## src/rtl/bbox_pkg.sv

```systemverilog
// Shared types and helpers for the bounding-box finder.
// Optional box expansion is enabled by defining BBOX_MARGIN_EN.
package bbox_pkg;

    localparam int COORD_W = 11;
    localparam int SUM_W   = 10;
    localparam int CNT_W   = 22;

    typedef enum logic [2:0] {
        IDLE,
        REQ,
        CAP,
        EVAL,
        DONE
    } state_e;

    // Lower box edge minus a margin, floored at zero through a signed intermediate.
    function automatic logic [COORD_W-1:0] expand_lo(input logic [COORD_W-1:0] v,
                                                     input int unsigned        m);
        logic signed [COORD_W:0] t;
        t = $signed({1'b0, v}) - $signed((COORD_W+1)'(m));
        return t[COORD_W] ? '0 : t[COORD_W-1:0];
    endfunction

    function automatic logic [COORD_W-1:0] expand_hi(input logic [COORD_W-1:0] v,
                                                     input int unsigned        m,
                                                     input logic [COORD_W-1:0] lim);
        logic [COORD_W:0] t;
        t = {1'b0, v} + (COORD_W+1)'(m);
        return (t > {1'b0, lim}) ? lim : t[COORD_W-1:0];
    endfunction

endpackage

```

## src/rtl/bbox_accum.sv

```systemverilog
// Running bounding box and foreground count for one scan.
// Cleared at scan start, updated once per foreground pixel.
module bbox_accum
    import bbox_pkg::*;
(
    input  logic               clk,
    input  logic               rst,
    input  logic               clear_i,
    input  logic               hit_i,
    input  logic [COORD_W-1:0] x_i,
    input  logic [COORD_W-1:0] y_i,
    output logic               seen_o,
    output logic [COORD_W-1:0] x_min_o,
    output logic [COORD_W-1:0] x_max_o,
    output logic [COORD_W-1:0] y_min_o,
    output logic [COORD_W-1:0] y_max_o,
    output logic [CNT_W-1:0]   cnt_o
);

    logic               seen_q;
    logic [COORD_W-1:0] x_min_q, x_max_q, y_min_q, y_max_q;
    logic [CNT_W-1:0]   cnt_q;

    // NOTE: state registers use non-blocking assignment so every flop samples pre-edge values.
    always_ff @(posedge clk or posedge rst) begin
        if (rst) begin
            seen_q  <= 1'b0;
            x_min_q <= '0;
            x_max_q <= '0;
            y_min_q <= '0;
            y_max_q <= '0;
            cnt_q   <= '0;
        end else if (clear_i) begin
            seen_q  <= 1'b0;
            x_min_q <= '0;
            x_max_q <= '0;
            y_min_q <= '0;
            y_max_q <= '0;
            cnt_q   <= '0;
        end else if (hit_i) begin
            seen_q  <= 1'b1;
            x_min_q <= (!seen_q || x_i < x_min_q) ? x_i : x_min_q;
            x_max_q <= (!seen_q || x_i > x_max_q) ? x_i : x_max_q;
            y_min_q <= (!seen_q || y_i < y_min_q) ? y_i : y_min_q;
            y_max_q <= (!seen_q || y_i > y_max_q) ? y_i : y_max_q;
            if (cnt_q != '1) begin
                cnt_q <= cnt_q + CNT_W'(1);
            end
        end
    end

    assign seen_o  = seen_q;
    assign x_min_o = x_min_q;
    assign x_max_o = x_max_q;
    assign y_min_o = y_min_q;
    assign y_max_o = y_max_q;
    assign cnt_o   = cnt_q;

endmodule

```

## src/rtl/bbox_finder.sv

```systemverilog
// Raster-scans a packed BGR image, thresholds B+G+R and reports the foreground bounding box.
// Define BBOX_MARGIN_EN to grow a found box by MARGIN pixels per side, clamped to the frame.
module bbox_finder
    import bbox_pkg::*;
#(
    parameter int unsigned WIDTH     = 100,
    parameter int unsigned HEIGHT    = 100,
    parameter int unsigned BASE_ADDR = 0,
    parameter int unsigned MARGIN    = 2
) (
    input  logic               clk,
    input  logic               rst,
    input  logic               start,
    output logic               done,
    output logic [31:0]        readAddr,
    input  logic [15:0]        readdata,
    input  logic [SUM_W-1:0]   thresh,
    output logic [COORD_W-1:0] xMin,
    output logic [COORD_W-1:0] xMax,
    output logic [COORD_W-1:0] yMin,
    output logic [COORD_W-1:0] yMax,
    output logic               found,
    output logic [CNT_W-1:0]   pixCount
);

`ifdef BBOX_MARGIN_EN
    localparam int unsigned MARGIN_ON = 1;
`else
    localparam int unsigned MARGIN_ON = 0;
`endif
    // The margin collapses to zero in the default build, leaving the box untouched.
    localparam int unsigned        PAD    = MARGIN * MARGIN_ON;
    localparam logic [COORD_W-1:0] X_LAST = COORD_W'(WIDTH - 1);
    localparam logic [COORD_W-1:0] Y_LAST = COORD_W'(HEIGHT - 1);

    state_e             state_q, state_d;
    logic [COORD_W-1:0] x_q, x_d, y_q, y_d;
    logic [1:0]         rgb_q, rgb_d;
    logic [SUM_W-1:0]   thr_q, thr_d;
    logic [2:0][7:0]    pix_q;
    logic               acc_clear, acc_hit, fg, last_pix;
    logic [SUM_W-1:0]   sum;

    logic               done_q, found_q;
    logic [COORD_W-1:0] x_min_q, x_max_q, y_min_q, y_max_q;
    logic [CNT_W-1:0]   cnt_q;

    logic               acc_seen;
    logic [COORD_W-1:0] acc_x_min, acc_x_max, acc_y_min, acc_y_max;
    logic [CNT_W-1:0]   acc_cnt;
    logic               unused_ok;

    assign unused_ok = &{1'b0, readdata[15:8]};
    assign sum       = SUM_W'(pix_q[0]) + SUM_W'(pix_q[1]) + SUM_W'(pix_q[2]);
    assign fg        = (sum >= thr_q);
    assign last_pix  = (x_q == X_LAST) && (y_q == Y_LAST);
    assign readAddr  = 32'(BASE_ADDR) + 32'(y_q) * 32'(WIDTH * 3) + 32'(x_q) * 32'd3 + 32'(rgb_q);

    // NOTE: every signal written here gets a default first, so no path can infer a latch.
    always_comb begin
        state_d   = state_q;
        x_d       = x_q;
        y_d       = y_q;
        rgb_d     = rgb_q;
        thr_d     = thr_q;
        acc_clear = 1'b0;
        acc_hit   = 1'b0;
        case (state_q)
            IDLE, DONE: begin
                if (start) begin
                    thr_d     = thresh;
                    x_d       = '0;
                    y_d       = '0;
                    rgb_d     = '0;
                    acc_clear = 1'b1;
                    state_d   = REQ;
                end
            end
            REQ: state_d = CAP;
            CAP: begin
                if (rgb_q < 2'd2) begin
                    rgb_d   = rgb_q + 2'd1;
                    state_d = REQ;
                end else begin
                    rgb_d   = '0;
                    state_d = EVAL;
                end
            end
            EVAL: begin
                acc_hit = fg;
                if (x_q == X_LAST) begin
                    x_d = '0;
                    y_d = y_q + COORD_W'(1);
                end else begin
                    x_d = x_q + COORD_W'(1);
                end
                state_d = last_pix ? DONE : REQ;
            end
            default: state_d = IDLE;
        endcase
    end

    // NOTE: the three byte slots are plain registers, so they share the async reset with the rest.
    always_ff @(posedge clk or posedge rst) begin
        if (rst) begin
            state_q <= IDLE;
            x_q     <= '0;
            y_q     <= '0;
            rgb_q   <= '0;
            thr_q   <= '0;
            pix_q   <= '0;
        end else begin
            state_q <= state_d;
            x_q     <= x_d;
            y_q     <= y_d;
            rgb_q   <= rgb_d;
            thr_q   <= thr_d;
            if (state_q == CAP) begin
                pix_q[rgb_q] <= readdata[7:0];
            end
        end
    end

    bbox_accum u_accum (
        .clk     (clk),
        .rst     (rst),
        .clear_i (acc_clear),
        .hit_i   (acc_hit),
        .x_i     (x_q),
        .y_i     (y_q),
        .seen_o  (acc_seen),
        .x_min_o (acc_x_min),
        .x_max_o (acc_x_max),
        .y_min_o (acc_y_min),
        .y_max_o (acc_y_max),
        .cnt_o   (acc_cnt)
    );

    // Results load one cycle into DONE, after the final pixel's update has settled.
    always_ff @(posedge clk or posedge rst) begin
        if (rst) begin
            done_q  <= 1'b0;
            found_q <= 1'b0;
            x_min_q <= '0;
            x_max_q <= '0;
            y_min_q <= '0;
            y_max_q <= '0;
            cnt_q   <= '0;
        end else begin
            done_q <= (state_q == DONE) && !start;
            if (state_q == DONE && !done_q) begin
                found_q <= acc_seen;
                cnt_q   <= acc_cnt;
                if (acc_seen) begin
                    x_min_q <= expand_lo(acc_x_min, PAD);
                    x_max_q <= expand_hi(acc_x_max, PAD, X_LAST);
                    y_min_q <= expand_lo(acc_y_min, PAD);
                    y_max_q <= expand_hi(acc_y_max, PAD, Y_LAST);
                end else begin
                    x_min_q <= '0;
                    x_max_q <= X_LAST;
                    y_min_q <= '0;
                    y_max_q <= Y_LAST;
                end
            end
        end
    end

    assign done     = done_q;
    assign found    = found_q;
    assign xMin     = x_min_q;
    assign xMax     = x_max_q;
    assign yMin     = y_min_q;
    assign yMax     = y_max_q;
    assign pixCount = cnt_q;

endmodule

```

## config.mk

```make
export PLATFORM = sky130hd
export DESIGN_NAME = bbox_finder
export DESIGN_NICKNAME = d
export VERILOG_FILES = /design/src/rtl/bbox_pkg.sv /design/src/rtl/bbox_accum.sv /design/src/rtl/bbox_finder.sv
export SDC_FILE = /design/constraint.sdc
export NUM_CORES = 1
export LEC_CHECK = 0
export ABC_AREA = 0
export CAP_MARGIN = 20
export CORE_ASPECT_RATIO = 0.75
export CORE_MARGIN = 4
export CORE_UTILIZATION = 25
export CTS_BUF_LIST = sky130_fd_sc_hd__clkbuf_16
export DETAILED_ROUTE_END_ITERATION = 10
export GPL_TIMING_DRIVEN = 0
export PLACE_DENSITY = 0.52
export SETUP_SLACK_MARGIN = 0.4
export SYNTH_ARGS = -nofsm -noshare
export SYNTH_HDL_FRONTEND = slang
export SYNTH_SLANG_ARGS = --single-unit
```

## constraint.sdc

```tcl
create_clock -name clk -period 7.1 [get_ports clk]
set_clock_uncertainty 0.05 [all_clocks]
set_input_delay 0.71 -clock clk [delete_from_list [all_inputs] [get_ports clk]]
set_output_delay 0.71 -clock clk [all_outputs]
set_load 0.01 [all_outputs]
```

==> results of run 1 <==
==> critical path, cell delays in order (launching register included) <==
cell	delay (ns)
dfrtp_2	0.44
ha_1	0.30
ha_1	0.27
inv_1	0.05
fa_1	0.50
fa_1	0.53
inv_1	0.04
ha_1	0.36
a21o_1	0.20
a31oi_1	0.18
xnor2_1	0.16
fa_1	0.44
ha_1	0.35
o21ai_0	0.09
inv_1	0.07
a41o_1	0.25
nor4_4	0.18
nor2_1	0.12
nand4_1	0.13
xor2_1	0.18
clkdlybuf4s50_1	0.56
==> cell usage in the layout (no fill, tap or decap), types with 30 or more instances in the layout <==
master / count
clkdlybuf4s50_1: 101
o21ai_0: 59
a22o_1: 37
dfrtp_1: 190
xnor2_1: 30
nand3_1: 45
a21oi_1: 54
fa_1: 33
nor2_1: 57
nand2_1: 183
ha_1: 133
inv_1: 122
clkbuf_1: 31
==> synth_stat cells (all sizes together), types with 14 or more instances <==
cell	number	share of area (%)
dfrtp	196	40
nand2	185	5.8
ha	133	14
inv	122	3.7
o21ai	70	2.9
nor2	60	2.0
a21oi	54	2.2
nand3	47	2.0
a22o	38	2.7
fa	33	5.4
clkbuf	32	1.0
xnor2	30	2.1
mux2	29	2.7
buf	20	1.3
xor2	18	1.3
a21o	17	1.0
and2	14	0.73
nand4	14	0.76
==> routing by layer <==
| layer | routed length [um] | global-route usage (%) | vias up | share of wire [%] |
|---|---|---|---|---|
| met2 | 13500 | 18.0 | 153 | 42 |
| li1 | - | - | 4571 | - |
| met1 | 16800 | 18.6 | 4545 | 52 |
| met3 | 1570 | 2.93 | 27 | 4.9 |
| met4 | 373 | 2.95 | 2 | 1.2 |
| met5 | 7 | 0 | - | 0.022 |
==> power by group <==
part | total, uW | switching [uW] | internal (uW)
Clock | 960 | 493 | 467
Sequential | 1370 | 115 | 1250
Combinational | 1840 | 1010 | 831
Total | 4160 | 1620 | 2550
==> cell families after synthesis <==
group	count (synthesis)
AO/OA/AOI/OAI	243
AND/OR/NAND/NOR	379
XOR/XNOR	48
other	1
flip-flops	196
multiplexers	39
adder cells (fa/ha/maj)	166
buffers and inverters	175
==> worst paths after layout <==
| check | end | startpoint | slack [ns] | cells past startpoint |
|---|---|---|---|---|
| min in group asynchronous | yMax[10] | rst | 0.77 | 2 |
| max in group asynchronous | pix_q[6] | rst | 5.28 | 3 |
| min | xMin[3] | xMin[3] | 0.42 | 2 |
| max | readAddr[19] | y_q[4] | 0.48 | 20 |
| min reg2reg | xMin[3] | xMin[3] | 0.42 | 2 |
| max reg2reg | u_accum.x_max_o[2] | pix_q[1] | 2.37 | 19 |
==> through the flow <==
stage                     std cells  cell area, um2  TNS [ns]
after detailed placement       2017           14300         0
after global routing           2054           14900         0
after global placement         2014           14200   -385.29
after floorplan                1257           12300         0
final                          2054           14900         0
after CTS                      2054           14900         0
==> what timing repair did <==
item | in CTS | in global routing
resized for setup | 10 | 11
pin swaps | 0 | 0
buffers inserted | 5 | 0
cloned | 0 | 0
setup endpoints to repair | 9 | 9
==> area by class of cell <==
class / count / area share [%]
Tap cell: 648 / 5.43
Inverter: 122 / 3.12
Clock buffer: 17 / 2.85
Sequential cell: 196 / 32.9
Timing Repair Buffer: 117 / 7.95
Buffer: 53 / 2.00
Multi-Input combinational cell: 886 / 44.8
Clock inverter: 15 / 0.931
==> results.rst, run 1 <==
.. list-table::
   :header-rows: 1

   * - Metric
     - Value
   * - Result of the run
     - finished, final reports clean
   * - Wire length of the first global-routing pass
     - 52.0 mm
   * - Detailed router's first-iteration violation count
     - 581
   * - Per-instance average area after synthesis
     - 9.84 um2
   * - Worst IR Drop VDD
     - 0.000213 V
   * - Reg clk slew, reported paths
     - 0.08 ns
   * - Max-slew headroom
     - 32.2%
   * - Setup-failing EPs final
     - 0
   * - Buffers added on ports
     - 109
   * - Main combinational cell family by area after synthesis
     - adder cells
   * - Overall power
     - 4160 uW
   * - Static leakage
     - 0.00723 uW
   * - Fraction of the mapped netlist area in compound gates
     - 13.4%
   * - Clock network latency to the later pin of the worst-skew pair
     - 0.46 ns
   * - Multiplexer share of the synthesized area
     - 3.48%
   * - Total count of max-transition violations in the final report
     - 0
   * - Power per cell area
     - 279 mW/mm2
   * - Chip Height
     - 200 um
   * - Share of async-settable or async-resettable flops after synthesis
     - 100%
   * - Final wirelength
     - 32.3 mm
   * - Number of nets with antenna violations after routing
     - 0
   * - Number of flip-flops under the largest register name
     - 24
   * - Share of final-layout standard cells stronger than drive strength 1
     - 8.68%
   * - Number of buffers created by CTS
     - 17
   * - Clock buffer depth
     - 2
   * - Initial Utilization
     - 25.3%
   * - Post-route clock period utilization
     - 93.3%
   * - Parity-gate share of the synthesized area counting xor and xnor cells
     - 3.43%
   * - Primary FF master, synth
     - dfrtp_1
   * - Max-cap violations
     - 0
   * - Clock tree from TritonCTS
     - yes
   * - Adder-cell area share of the yosys netlist
     - 18.9%
   * - Multi-input logic area
     - 0.00669 mm2
   * - Post-DR vias/cell
     - 4.53
   * - Final Hold Viols
     - 0
   * - Core ar.
     - 0.0486 mm2
   * - Nets@finish
     - 1588
   * - Number of detailed-route iterations in the first pass
     - 4
   * - I/O Pins
     - 129
   * - Count of flip-flops with a built-in enable after synthesis
     - 0
   * - Simple-gate share of the synthesized area
     - 14.6%
   * - Estimated wirelength of the detail-placed design
     - 24.6 mm
   * - Unique cell type count in the Yosys netlist
     - 73
   * - DRC violations left
     - 0
   * - Max Freq
     - 0.151 GHz
   * - Library cell used as clock root buffer
     - clkbuf_16
   * - Pre-CTS setup slack
     - 0.459 ns
   * - Data arrival time at the worst-slack endpoint
     - 5.86 ns
   * - Transition time of the tightest slew-check pin
     - 1.01 ns
   * - Worst Hold Class
     - reg -> reg
   * - Maximum number of pins on one net before global-route repair
     - 122
   * - Setup CP Type
     - reg -> out
   * - Cells after synthesis
     - 1247
   * - Kind of start point of the critical path
     - flop
   * - Sequential share of the synthesized area
     - 40.0%
   * - Die extent in x
     - 264 um
   * - Worst hold-check slack
     - 0.420 ns
   * - Total number of H-tree levels
     - 4
   * - Avg WL per Cell
     - 15.7 um
   * - Final global-route overflow total
     - 0
   * - Fill count
     - 5059
   * - RD Place Congestion
     - 0.780
   * - Largest register by flop count
     - pix_q
   * - Flip-flop and latch count after synthesis
     - 196
   * - Warning count from the yosys run
     - 0
   * - Number of antenna diodes
     - 0
   * - Cell area after technology mapping
     - 0.0123 mm2
   * - Routed vias
     - 9298
   * - Area grow syn2layout
     - 21.6%
   * - DIE AREA
     - 0.0527 mm2
   * - Worst-path fanout max
     - 5
   * - GR Util All Layers
     - 12.4%
   * - Vias in the first global route
     - 9279
   * - Register Area
     - 0.00491 mm2
   * - Clock sink count
     - 196
   * - Data required time at the worst endpoint
     - 6.34 ns
   * - Final core area utilization
     - 30.7%
   * - Final critical delay including setup and external delays
     - 6.62 ns
   * - PnR worst setup slack
     - 0.475 ns
   * - Hold bufs inserted after CTS
     - 0
   * - RSZ-0062 raised after global routing
     - yes
   * - Site row count
     - 70
   * - Initial antenna violation count
     - 2
   * - Capturing element type of the critical path
     - primary output
Note: power is estimated with default switching activity, not from simulation.
==> run 2, diff against run 1 <==
==> constraint.sdc (replaced) <==
create_clock -name clk -period 7.1 [get_ports clk]
set_clock_uncertainty 0.05 [all_clocks]
set_input_delay 1.42 -clock clk [delete_from_list [all_inputs] [get_ports clk]]
set_output_delay 1.42 -clock clk [all_outputs]
set_load 0.01 [all_outputs]
==> run 2 against run 1 <==
Setup slack lost 0.12 ns. Combinational power is essentially flat. Largest power group unchanged. Total power shrank 0.37%. Utilization grew 0.77 points.
==> results.rst, run 2 (synthesized netlist as in run 1, its figures left out) <==
.. list-table::
   :header-rows: 1

   * - Metric
     - Value
   * - Setup CP Type
     - reg -> out (unchanged)
   * - Initial Utilization
     - 25.3% (unchanged)
   * - Largest register by flop count
     - pix_q (unchanged)
   * - Number of detailed-route iterations in the first pass
     - 5 (was 4)
   * - Final global-route overflow total
     - 0 (unchanged)
   * - Area grow syn2layout
     - 24.6% (was 21.6%)
   * - Buffers added on ports
     - 109 (unchanged)
   * - Power per cell area
     - 271 mW/mm2 (was 279 mW/mm2)
   * - Setup-failing EPs final
     - 0 (unchanged)
   * - Capturing element type of the critical path
     - primary output (unchanged)
   * - Max-slew headroom
     - 38.7% (was 32.2%)
   * - Site row count
     - 70 (unchanged)
   * - Kind of start point of the critical path
     - flop (unchanged)
   * - Vias in the first global route
     - 9271 (was 9279)
   * - Hold bufs inserted after CTS
     - 0 (unchanged)
   * - Share of final-layout standard cells stronger than drive strength 1
     - 12.5% (was 8.68%)
   * - Clock buffer depth
     - 2 (unchanged)
   * - Maximum number of pins on one net before global-route repair
     - 41 (was 122)
   * - Final wirelength
     - 32.6 mm (was 32.3 mm)
   * - Routed vias
     - 9299 (was 9298)
   * - Clock sink count
     - 196 (unchanged)
   * - Number of nets with antenna violations after routing
     - 0 (unchanged)
   * - Final Hold Viols
     - 0 (unchanged)
   * - GR Util All Layers
     - 12.4% (about the same)
   * - Number of buffers created by CTS
     - 17 (unchanged)
   * - Worst-path cell with the longest stage delay
     - fa_1 (was clkdlybuf4s50_1)
   * - Static leakage
     - 0.00727 uW (was 0.00723 uW)
   * - Wire length of the first global-routing pass
     - 52.4 mm (was 52.0 mm)
   * - Max stage delay on crit path
     - 0.58 ns (was 0.56 ns)
   * - RD Place Congestion
     - 0.783 (was 0.780)
   * - Register Area
     - 0.00491 mm2 (about the same)
   * - Post-route clock period utilization
     - 94.9% (was 93.3%)
   * - Library cell appearing most often on the critical path
     - ha_4 (was ha_1)
   * - Sum of negative setup slack
     - 0 ns (unchanged)
   * - Cell Count Post-Placement
     - 2021 (was 2017)
   * - Total count of max-transition violations in the final report
     - 0 (unchanged)
   * - RSZ-0062 raised after global routing
     - yes (unchanged)
   * - Data arrival time at the worst-slack endpoint
     - 5.27 ns (was 5.86 ns)
   * - Most used cells in the layout excluding fill and tap cells
     - 189 x dfrtp_1, 183 x nand2_1, 121 x ha_1, 118 x inv_1, 98 x clkdlybuf4s50_1 (was 190 x dfrtp_1, 183 x nand2_1, 133 x ha_1, 122 x inv_1, 101 x clkdlybuf4s50_1)
   * - Estimated wirelength of the detail-placed design
     - 25.1 mm (was 24.6 mm)
   * - Max Freq
     - 0.148 GHz (was 0.151 GHz)
   * - Most common library cell in the layout ignoring fill and taps
     - dfrtp_1 (unchanged)
   * - Fill count
     - 5037 (was 5059)
   * - Post-DR vias/cell
     - 4.48 (was 4.53)
   * - Worst hold-check slack
     - 0.418 ns (was 0.420 ns)
   * - Reg clk slew, reported paths
     - 0.08 ns (about the same)
   * - Total number of H-tree levels
     - 4 (unchanged)
   * - Core ar.
     - 0.0486 mm2 (unchanged)
   * - Worst Hold Class
     - reg -> reg (unchanged)
   * - DRC violations left
     - 0 (unchanged)
   * - Avg WL per Cell
     - 15.7 um (about the same)
   * - Chip Height
     - 200 um (unchanged)
   * - Library cell used as clock root buffer
     - clkbuf_16 (unchanged)
   * - Max-cap violations
     - 0 (unchanged)
   * - Clock tree from TritonCTS
     - yes (unchanged)
   * - Number of flip-flops under the largest register name
     - 24 (unchanged)
   * - Nets@finish
     - 1609 (was 1588)
   * - I/O Pins
     - 129 (unchanged)
   * - Data required time at the worst endpoint
     - 5.63 ns (was 6.34 ns)
   * - Worst-path fanout max
     - 4 (was 5)
   * - Clock network latency to the later pin of the worst-skew pair
     - 0.45 ns (was 0.46 ns)
   * - Result of the run
     - finished, final reports clean (unchanged)
   * - DIE AREA
     - 0.0527 mm2 (unchanged)
   * - Final critical delay including setup and external delays
     - 6.74 ns (was 6.62 ns)
   * - Worst IR Drop VDD
     - 0.000247 V (was 0.000213 V)
   * - Multi-input logic area
     - 0.00690 mm2 (was 0.00669 mm2)
   * - Finished Layout Cells
     - 2076 (was 2054)
   * - Detailed router's first-iteration violation count
     - 534 (was 581)
   * - Die extent in x
     - 264 um (unchanged)
   * - Overall power
     - 4150 uW (was 4160 uW)
   * - Transition time of the tightest slew-check pin
     - 0.916 ns (was 1.01 ns)
   * - CP Cell Sequence
     - ha_4 > ha_4 > inv_2 > fa_1 > fa_1 > inv_2 > ha_4 > a21o_1 > a31oi_4 > xnor2_2 > fa_1 > ha_4 > o21ai_2 > inv_2 > buf_6 > a41o_1 > buf_4 > buf_6 > o21a_1 > nor2_1 > xnor2_1 > buf_2 (was ha_1 > ha_1 > inv_1 > fa_1 > fa_1 > inv_1 > ha_1 > a21o_1 > a31oi_1 > xnor2_1 > fa_1 > ha_1 > o21ai_0 > inv_1 > a41o_1 > nor4_4 > nor2_1 > nand4_1 > xor2_1 > clkdlybuf4s50_1)
   * - Initial antenna violation count
     - 2 (unchanged)
## run 2: cell types whose count changed in the layout (fill, tap and decap cells not counted), moves of 4 or more
cell and delta:
buf_4 +14, dlymetal6s2s_1 -6, buf_2 +8, inv_8 -4
inv_2 +4, ha_4 +11, ha_1 -12, buf_12 +5
inv_1 -4
## run 2: repair_timing
item,4_1_cts,5_1_grt
gates resized for setup,69,17
buffers inserted,18,4
endpoints found under the setup margin,11,10
pin swaps,18,10
## run 2: final cells by class
class                      instances  share of cell area (%)
timing repair buffer             138                    8.78
inverter                         122                    3.02
antenna                            1                  0.0164
tap                              648                    5.30
clock buffer                      17                    2.78
buffer                            53                    1.95
sequential                       196                    32.1
clock inverter                    15                   0.924
multi-input combinational        886                    45.1
## run 2: final timing paths
path                                from                   to  slack (ns)  depth (start not counted)
worst max-delay path              y_q[4]         readAddr[12]        0.36                         22
worst min-delay path             xMin[9]              xMin[9]        0.42                          2
worst max register to register  pix_q[1]  u_accum.x_max_o[10]        2.36                         19
worst min register to register   xMin[9]              xMin[9]        0.42                          2
max in group asynchronous            rst               y_q[7]        4.74                          5
min in group asynchronous            rst              xMin[8]        1.22                          2
## run 2: critical path, delay by kind of cell (launching register included)
kind,cells,cell delay [ns]
compound gates,5,0.82
xor+xnor,2,0.25
fa+ha+maj,7,2.54
buf+inv,7,0.64
flops,1,0.46
simple gates,1,0.11
## run 2: where the power goes
part / leakage (uW) / internal, uW / switching [uW]
Sequential: 0.00264 / 1250 / 115
Combinational: 0.00435 / 832 / 1000
Clock: 0.000282 / 466 / 483
Total: 0.00727 / 2550 / 1600
## run 2: metal layers
| layer | up-vias | wire [um] | global-route usage (%) |
|---|---|---|---|
| met2 | 156 | 13700 | 18.5 |
| met1 | 4525 | 16900 | 18.5 |
| met5 | - | 13 | 0 |
| li1 | 4592 | - | - |
| met3 | 24 | 1680 | 3.03 |
| met4 | 2 | 333 | 2.33 |
## run 2: per-stage QoR
stage	setup slack, ns	util (%)	instance area [um2]
global placement	-0.218	29.2	14200
global route	0.127	31.5	15300
floorplan	0.831	-	12300
CTS	0.234	31.2	15200
finish	0.360	31.5	15300
detailed placement	-0.333	29.5	14300
